File: src/rtl/booth_mult_seq_if.sv
// Start/operand/result handshake bundle for booth_mult_seq.
// ctrl_UNSIGNED exists only when MULT_UNSIGNED_EN is defined.
interface booth_mult_seq_if #(
  parameter int WIDTH = 32
);
  logic             ctrl_MULT;
  logic [WIDTH-1:0] data_operandA;
  logic [WIDTH-1:0] data_operandB;
`ifdef MULT_UNSIGNED_EN
  logic             ctrl_UNSIGNED;
`endif
  logic [WIDTH-1:0] data_result;
  logic             data_exception;
  logic             data_resultRDY;
  logic             data_busy;

`ifdef MULT_UNSIGNED_EN
  modport master (
    output ctrl_MULT, data_operandA, data_operandB, ctrl_UNSIGNED,
    input  data_result, data_exception, data_resultRDY, data_busy
  );
  modport slave (
    input  ctrl_MULT, data_operandA, data_operandB, ctrl_UNSIGNED,
    output data_result, data_exception, data_resultRDY, data_busy
  );
`else
  modport master (
    output ctrl_MULT, data_operandA, data_operandB,
    input  data_result, data_exception, data_resultRDY, data_busy
  );
  modport slave (
    input  ctrl_MULT, data_operandA, data_operandB,
    output data_result, data_exception, data_resultRDY, data_busy
  );
`endif
endinterface

File: src/rtl/booth_mult_seq.sv
// Sequential radix-4 Booth multiplier: two multiplier bits retired per clock.
// Define MULT_UNSIGNED_EN to add ctrl_UNSIGNED (zero-extension plus one extra step).
module booth_mult_seq #(
  parameter int WIDTH = 32,
  parameter int CNT_W = 5
) (
  input logic             clk,
  input logic             reset_n,
  booth_mult_seq_if.slave bus
);

  localparam int EW = WIDTH + 2;
  localparam int AW = WIDTH + 3;
  localparam logic [CNT_W-1:0] LAST_S = CNT_W'(WIDTH / 2 - 1);
`ifdef MULT_UNSIGNED_EN
  localparam logic [CNT_W-1:0] LAST_U = CNT_W'(WIDTH / 2);
`endif

  if ((WIDTH % 2) != 0 || WIDTH < 4) begin : g_bad_width
    $error("booth_mult_seq: WIDTH must be even and >= 4");
  end
  if ((2 ** CNT_W) <= (WIDTH / 2 + 1)) begin : g_bad_cnt
    $error("booth_mult_seq: CNT_W too small for WIDTH");
  end

  typedef enum logic [1:0] {
    IDLE = 2'd0,
    RUN  = 2'd1,
    DONE = 2'd2
  } state_t;

  state_t                state, state_nxt;
  logic signed [EW-1:0]  mcand;
  logic signed [AW-1:0]  acc;
  logic        [EW-1:0]  mplr;
  logic                  saved_bit;
  logic        [CNT_W-1:0] cnt;
  logic        [CNT_W-1:0] cnt_last;
  logic                  fin;
  logic                  uns;
  logic                  uns_in;
  logic                  step;
  logic                  capture;
  logic                  busy;
  logic                  rdy;
  logic signed [AW-1:0]  sum;
  logic [2*WIDTH-1:0]    prod;
  logic [WIDTH-1:0]      res;
  logic                  exc;

  // Booth digit for triplet {b[2i+1], b[2i], b[2i-1]} applied to the multiplicand.
  function automatic logic signed [AW-1:0] booth_addend(input logic [2:0] trip,
                                                        input logic [EW-1:0] m);
    logic signed [AW-1:0] m1;
    logic signed [AW-1:0] m2;
    m1 = {m[EW-1], m};
    m2 = {m, 1'b0};
    case (trip)
      3'b001, 3'b010: booth_addend = m1;
      3'b011:         booth_addend = m2;
      3'b100:         booth_addend = -m2;
      3'b101, 3'b110: booth_addend = -m1;
      default:        booth_addend = '0;
    endcase
  endfunction

  function automatic logic overflow(input logic [2*WIDTH-1:0] p, input logic u);
    logic hi_any;
    logic hi_all;
    hi_any = |p[2*WIDTH-1:WIDTH-1];
    hi_all = &p[2*WIDTH-1:WIDTH-1];
    if (u) overflow = |p[2*WIDTH-1:WIDTH];
    else   overflow = hi_any & ~hi_all;
  endfunction

`ifdef MULT_UNSIGNED_EN
  assign uns_in   = bus.ctrl_UNSIGNED;
  assign cnt_last = uns ? LAST_U : LAST_S;

  always_ff @(posedge clk or negedge reset_n) begin
    if (!reset_n)           uns <= 1'b0;
    else if (bus.ctrl_MULT) uns <= bus.ctrl_UNSIGNED;
  end
`else
  assign uns_in   = 1'b0;
  assign uns      = 1'b0;
  assign cnt_last = LAST_S;
`endif

  always_ff @(posedge clk or negedge reset_n) begin
    if (!reset_n) state <= IDLE;
    else          state <= state_nxt;
  end

  always_comb begin
    state_nxt = state;
    step      = 1'b0;
    capture   = 1'b0;
    busy      = 1'b0;
    rdy       = 1'b0;
    case (state)
      IDLE: ;
      RUN: begin
        busy = 1'b1;
        if (fin) begin
          state_nxt = DONE;
          capture   = 1'b1;
        end else begin
          step = 1'b1;
        end
      end
      DONE: begin
        busy      = 1'b1;
        rdy       = 1'b1;
        state_nxt = IDLE;
      end
      default: state_nxt = IDLE;
    endcase
    // A start wins in every state, aborting whatever was in flight.
    if (bus.ctrl_MULT) begin
      state_nxt = RUN;
      step      = 1'b0;
      capture   = 1'b0;
    end
  end

  assign sum = acc + booth_addend({mplr[1:0], saved_bit}, mcand);

  // Unsigned runs one extra step, so the product sits two bits further down.
  always_comb begin
    if (uns) prod = {acc[WIDTH-3:0], mplr};
    else     prod = {acc[WIDTH-1:0], mplr[EW-1:2]};
  end

  always_ff @(posedge clk or negedge reset_n) begin
    if (!reset_n) begin
      mcand     <= '0;
      acc       <= '0;
      mplr      <= '0;
      saved_bit <= 1'b0;
      cnt       <= '0;
      fin       <= 1'b0;
      res       <= '0;
      exc       <= 1'b0;
    end else if (bus.ctrl_MULT) begin
      mcand     <= {{2{bus.data_operandA[WIDTH-1] & ~uns_in}}, bus.data_operandA};
      mplr      <= {{2{bus.data_operandB[WIDTH-1] & ~uns_in}}, bus.data_operandB};
      acc       <= '0;
      saved_bit <= 1'b0;
      cnt       <= '0;
      fin       <= 1'b0;
      res       <= '0;
      exc       <= 1'b0;
    end else if (step) begin
      acc       <= {{2{sum[AW-1]}}, sum[AW-1:2]};
      mplr      <= {sum[1:0], mplr[EW-1:2]};
      saved_bit <= mplr[1];
      if (cnt != cnt_last) cnt <= cnt + CNT_W'(1);
      fin       <= (cnt == cnt_last);
    end else if (capture) begin
      res       <= prod[WIDTH-1:0];
      exc       <= overflow(prod, uns);
    end
  end

  assign bus.data_result    = res;
  assign bus.data_exception = exc;
  assign bus.data_resultRDY = rdy;
  assign bus.data_busy      = busy;

endmodule

File: src/flat_wrapper.sv
// flat-port wrapper written by rule: the top's interface ports become plain ports
module booth_mult_seq_flat 
#(
  parameter int WIDTH = 32,
  parameter int CNT_W = 5
)
  (clk, reset_n, bus_ctrl_MULT, bus_data_operandA, bus_data_operandB, bus_data_result, bus_data_exception, bus_data_resultRDY, bus_data_busy);
  booth_mult_seq_if #(.WIDTH(WIDTH)) bus_i ();
  input logic clk;
  input logic reset_n;
  input wire logic [$bits(bus_i.ctrl_MULT)-1:0] bus_ctrl_MULT;
  input wire logic [$bits(bus_i.data_operandA)-1:0] bus_data_operandA;
  input wire logic [$bits(bus_i.data_operandB)-1:0] bus_data_operandB;
  output wire logic [$bits(bus_i.data_result)-1:0] bus_data_result;
  output wire logic [$bits(bus_i.data_exception)-1:0] bus_data_exception;
  output wire logic [$bits(bus_i.data_resultRDY)-1:0] bus_data_resultRDY;
  output wire logic [$bits(bus_i.data_busy)-1:0] bus_data_busy;
  assign bus_i.ctrl_MULT = bus_ctrl_MULT;
  assign bus_i.data_operandA = bus_data_operandA;
  assign bus_i.data_operandB = bus_data_operandB;
  assign bus_data_result = bus_i.data_result;
  assign bus_data_exception = bus_i.data_exception;
  assign bus_data_resultRDY = bus_i.data_resultRDY;
  assign bus_data_busy = bus_i.data_busy;
  booth_mult_seq #(.WIDTH(WIDTH), .CNT_W(CNT_W)) u_core (.clk(clk), .reset_n(reset_n), .bus(bus_i));
endmodule
File: config.mk
export PLATFORM = sky130hd
export DESIGN_NAME = booth_mult_seq_flat
export DESIGN_NICKNAME = d
export VERILOG_FILES = /design/src/rtl/booth_mult_seq_if.sv /design/src/rtl/booth_mult_seq.sv /design/src/flat_wrapper.sv
export SDC_FILE = /design/constraint.sdc
export NUM_CORES = 1
export LEC_CHECK = 0
export ABC_AREA = 1
export ABC_CLOCK_PERIOD_IN_PS = 5000
export CAP_MARGIN = 0
export CORE_MARGIN = 4
export CORE_UTILIZATION = 30
export CTS_BUF_LIST = sky130_fd_sc_hd__clkbuf_2
export DETAILED_ROUTE_END_ITERATION = 6
export PLACE_DENSITY_LB_ADDON = 0.1
export SLEW_MARGIN = 20
export SYNTH_ARGS = -nofsm -noshare
export SYNTH_HDL_FRONTEND = slang
export SYNTH_SLANG_ARGS = --single-unit
File: constraint.sdc
create_clock -name clk -period 5 [get_ports clk]
set_clock_uncertainty 0.1 [all_clocks]
set_input_delay 1 -clock clk [delete_from_list [all_inputs] [get_ports clk]]
set_output_delay 1 -clock clk [all_outputs]
set_load 0.005 [all_outputs]
==> results.sh <==
export IMPL_syn_cell_area_sq_mm=0.009612
export IMPL_report_final_hold_viol_count=0
export IMPL_outcome="finished clean"
export IMPL_placed_cell_area_sq_mm=0.01102
export IMPL_worstSetupStartpointType="flop"
export IMPL_critPathKind="reg -> reg"
export IMPL_detail_route_vias_per_cell=5.077
export IMPL_cts_buffers_inserted=17
export IMPL_synth_yosys_warnings=0
export IMPL_final_weighted_congestion_in_routability_driven_placement=0.9140
export IMPL_vias=9499
export IMPL_layout_drive_gt1_share_pct=5.586
export IMPL_grt_setup_unrepaired="false"
export IMPL_die_area_sq_mm=0.03497
export IMPL_postCtsResizedCells=0
export IMPL_worstSkewPairLatency_ns=0.74
export IMPL_report_power_total_mw=6.187
export IMPL_final_min_clock_period_ns=4.006
export IMPL_syn_inst=1369
export IMPL_dr_max_layer_used="met4"
export IMPL_most_common_cell_after_layout_fill_and_taps_aside="sky130_fd_sc_hd__nand2_1"
export IMPL_place_inst=1837
export IMPL_switching_power_mw=3.233
export IMPL_power_per_cell_area_mw_per_mm2=547.4
export IMPL_count_of_flip_flops_with_a_built_in_enable_after_synthesis=0
export IMPL_p_seq_share_pct=28.0
export IMPL_wl_per_cell_microns=17.09
export IMPL_drt_wl_total_mm=31.98
export IMPL_clk_root_buffer_cell="sky130_fd_sc_hd__clkbuf_2"
export IMPL_power_switching_share_pct=52.26
export IMPL_timing_fmax_ghz=0.2496
export IMPL_yosysUniqueCellTypes=49
export IMPL_layout_filler_cells=3460
export IMPL_wire_length_of_the_first_global_routing_pass_mm=51.39
export IMPL_worst_setup_hold_path_clk_slew_ns=0.29
export IMPL_drv_cap=0
export IMPL_internal_power_mw=2.954
export IMPL_part_of_the_yosys_area_used_for_sequential_elements_pct=36.71
export IMPL_met1_length_mm=15.19
export IMPL_detailedPlacementHpwl_mm=24.10
export IMPL_post_cts_buffers=0
export IMPL_comb_power_share_pct=59.7
export IMPL_hold_buffers=0
export IMPL_postSynth_asyncResetShare_pct=100.0
export IMPL_timing_worst_slew_pin_value_ns=1.047
export IMPL_dieHeight_microns=187.0
export IMPL_postSynthNetCount=1477
export IMPL_remaining_max_slew_budget_at_the_tightest_pin_pct=30.19
export IMPL_rows=65
export IMPL_groute_usage_overall_pct=18.11
export IMPL_setup_tns_final_ns=0
export IMPL_cts_sink_count=141
export IMPL_finish_instance_area_sq_mm=0.01130
export IMPL_wl_met3_mm=1.333
export IMPL_detail_route_iter0_violations=745
export IMPL_worst_endpoint_arrival_ns=4.57
export IMPL_initial_cell_density_of_the_core_pct=30.46
export IMPL_die_x_microns=187.0
export IMPL_finalMaxSlewViolations=0
export IMPL_number_of_global_route_vias_before_repair=9227
export IMPL_grt_start_max_net_pins=89
export IMPL_clkPwrFrac_pct=12.4
export IMPL_route_antenna_remaining_nets=0
export IMPL_post_synth_cell_area_avg_sq_um=7.021
export IMPL_layout_nets=1563
export IMPL_tritoncts="built"
export IMPL_area_growth_synth_to_final_pct=17.60
export IMPL_clock_tree_buffer_depth=2
export IMPL_setup_violations=0
export IMPL_buffer_ports_inserted=101
export IMPL_routed_wl_met2_mm=14.65
export IMPL_max_vdd_ir_drop_mv=0.1989
export IMPL_post_route_drc_count=0
export IMPL_post_route_fraction_of_the_period_consumed_by_the_critical_path_pct=80.12
export IMPL_antenna_found_initial=1
export IMPL_ctsHtreeMaxLevel=4
export IMPL_end_kind="flop"
export IMPL_worstPathRequired_ns=5.56
export IMPL_drt_first_pass_iters=7
export IMPL_hold_class="in -> async"
export IMPL_overflow=0
export IMPL_core_area_sq_mm=0.03156
export IMPL_number_of_top_level_design_ports=102
export IMPL_most_frequent_cells_in_the_layout="397 x sky130_fd_sc_hd__nand2_1, 145 x sky130_fd_sc_hd__nor2_1, 141 x sky130_fd_sc_hd__inv_1, 141 x sky130_fd_sc_hd__dfrtp_1, 99 x sky130_fd_sc_hd__clkdlybuf4s50_1"
export IMPL_postSynthRegisterBits=141
export IMPL_total_leakage_power_nw=5.182
export IMPL_worst_path_max_fanout=4
export IMPL_synth_main_ff_cell="sky130_fd_sc_hd__dfrtp_1"
export IMPL_final_instance_count_excl_fill=1871
-- cells by family (layout without fill, tap and decap cells) --
logic type	Yosys count	count (layout)	share of synthesized area [%]
DFF	141	141	36.71
adders and majority gates	41	41	5.415
buffers and inverters	192	291	7.654
xor gates and xnor gates	22	22	2.005
and+or+nand+nor	702	702	31.45
AOI/OAI and AO/OA	271	271	16.77
other	0	1	0
-- per-layer routing --
metal | track usage (%) | vias up
li1 | - | 4765
met1 | 24.73 | 4458
met2 | 29.87 | 236
met3 | 2.968 | 40
met4 | 5.034 | 0
met5 | 0 | -
-- power groups by stage --
stage	Sequential, mW	Combinational, mW	Clock [mW]
after floorplan	1.68	2.50	0
after global placement	1.75	3.68	0
after detailed placement	1.75	3.68	0
after CTS	1.73	3.70	0.801
after global routing	1.77	4.16	0.840
final	1.73	3.69	0.765
-- critical path, cell delays in order, from the launching register on --
cell and delay, ns:
sky130_fd_sc_hd__dfrtp_1 0.47, sky130_fd_sc_hd__inv_1 0.12, sky130_fd_sc_hd__ha_1 0.24, sky130_fd_sc_hd__nand2_1 0.07
sky130_fd_sc_hd__nor2_1 0.44, sky130_fd_sc_hd__xor2_1 0.20, sky130_fd_sc_hd__inv_1 0.08, sky130_fd_sc_hd__a221o_1 0.39
sky130_fd_sc_hd__ha_1 0.37, sky130_fd_sc_hd__nand2_1 0.12, sky130_fd_sc_hd__nor2_1 0.23, sky130_fd_sc_hd__inv_1 0.12
sky130_fd_sc_hd__nor3_1 0.46, sky130_fd_sc_hd__nand4_1 0.21, sky130_fd_sc_hd__nand3_1 0.13, sky130_fd_sc_hd__nand2_1 0.05
sky130_fd_sc_hd__nand3_1 0.07, sky130_fd_sc_hd__nand2_1 0.05
-- state kept, by name, summed over array words and instances, names as in the netlist --
name and cells:
u_core.state 2, u_core.bus.data_exception 1, u_core.saved_bit 1, u_core.fin 1, u_core.mcand 32, u_core.bus.data_result 32
u_core.mplr 34, u_core.cnt 5, u_core.acc 33
-- path summary, 6_finish.rpt --
path | slack [ns] | end | cells past startpoint | startpoint
hold / removal | 0.14 | u_core.bus.data_result[19] | 1 | reset_n
setup / recovery | 0.99 | u_core.acc[31] | 17 | u_core.mcand[0]
min in group clk | 0.42 | u_core.bus.data_result[11] | 2 | u_core.bus.data_result[11]
hold reg to reg | 0.42 | u_core.bus.data_result[11] | 2 | u_core.bus.data_result[11]
max in group asynchronous | 3.63 | u_core.acc[10] | 2 | reset_n
setup reg to reg | 0.99 | u_core.acc[31] | 17 | u_core.mcand[0]
-- cells in the mapped netlist (all sizes together) (2+ instances only) --
cell	n	share of area, %
a21oi	58	3.0
a221o	3	0.31
a221oi	3	0.27
a22oi	2	0.16
a31oi	19	1.2
buf	13	0.66
clkbuf	30	1.2
dfrtp	141	37
ha	40	5.2
inv	148	5.8
nand2	401	16
nand3	73	4.1
nand3b	9	0.70
nand4	30	2.1
nor2	159	6.8
nor3	15	1.0
nor4	11	0.72
o2111ai	5	0.46
o211ai	4	0.31
o21a	2	0.16
o21ai	113	6.0
o21bai	6	0.51
o221ai	15	1.4
o22ai	18	1.2
o31ai	19	1.5
or2	2	0.13
xor2	21	1.9
-- area by class of cell --
class                   instances  area [sq um]  share of cell area [%]
repair buffers                110          1097                   9.708
multi-input cells            1036          5358                   47.40
flip-flops and latches        141          3528                   31.22
clock buffers                  17         85.08                  0.7527
clock inverters                15         170.2                   1.505
well taps                     402         503.0                   4.450
inverters                     149         559.3                   4.948
diodes                          1         2.502                 0.02214
-- through the flow --
stage	worst slack (ns)	utilization [%]	hold WS, ns
2_1_floorplan	2.036	-	0.3702
3_3_place_gp	1.019	34.92	0.3639
3_5_place_dp	1.071	34.92	0.3682
4_1_cts	0.9938	35.73	0.1425
5_1_grt	0.6929	35.82	0.1520
6_report	0.9940	35.82	0.1437
(Power assumes the default switching activity.)
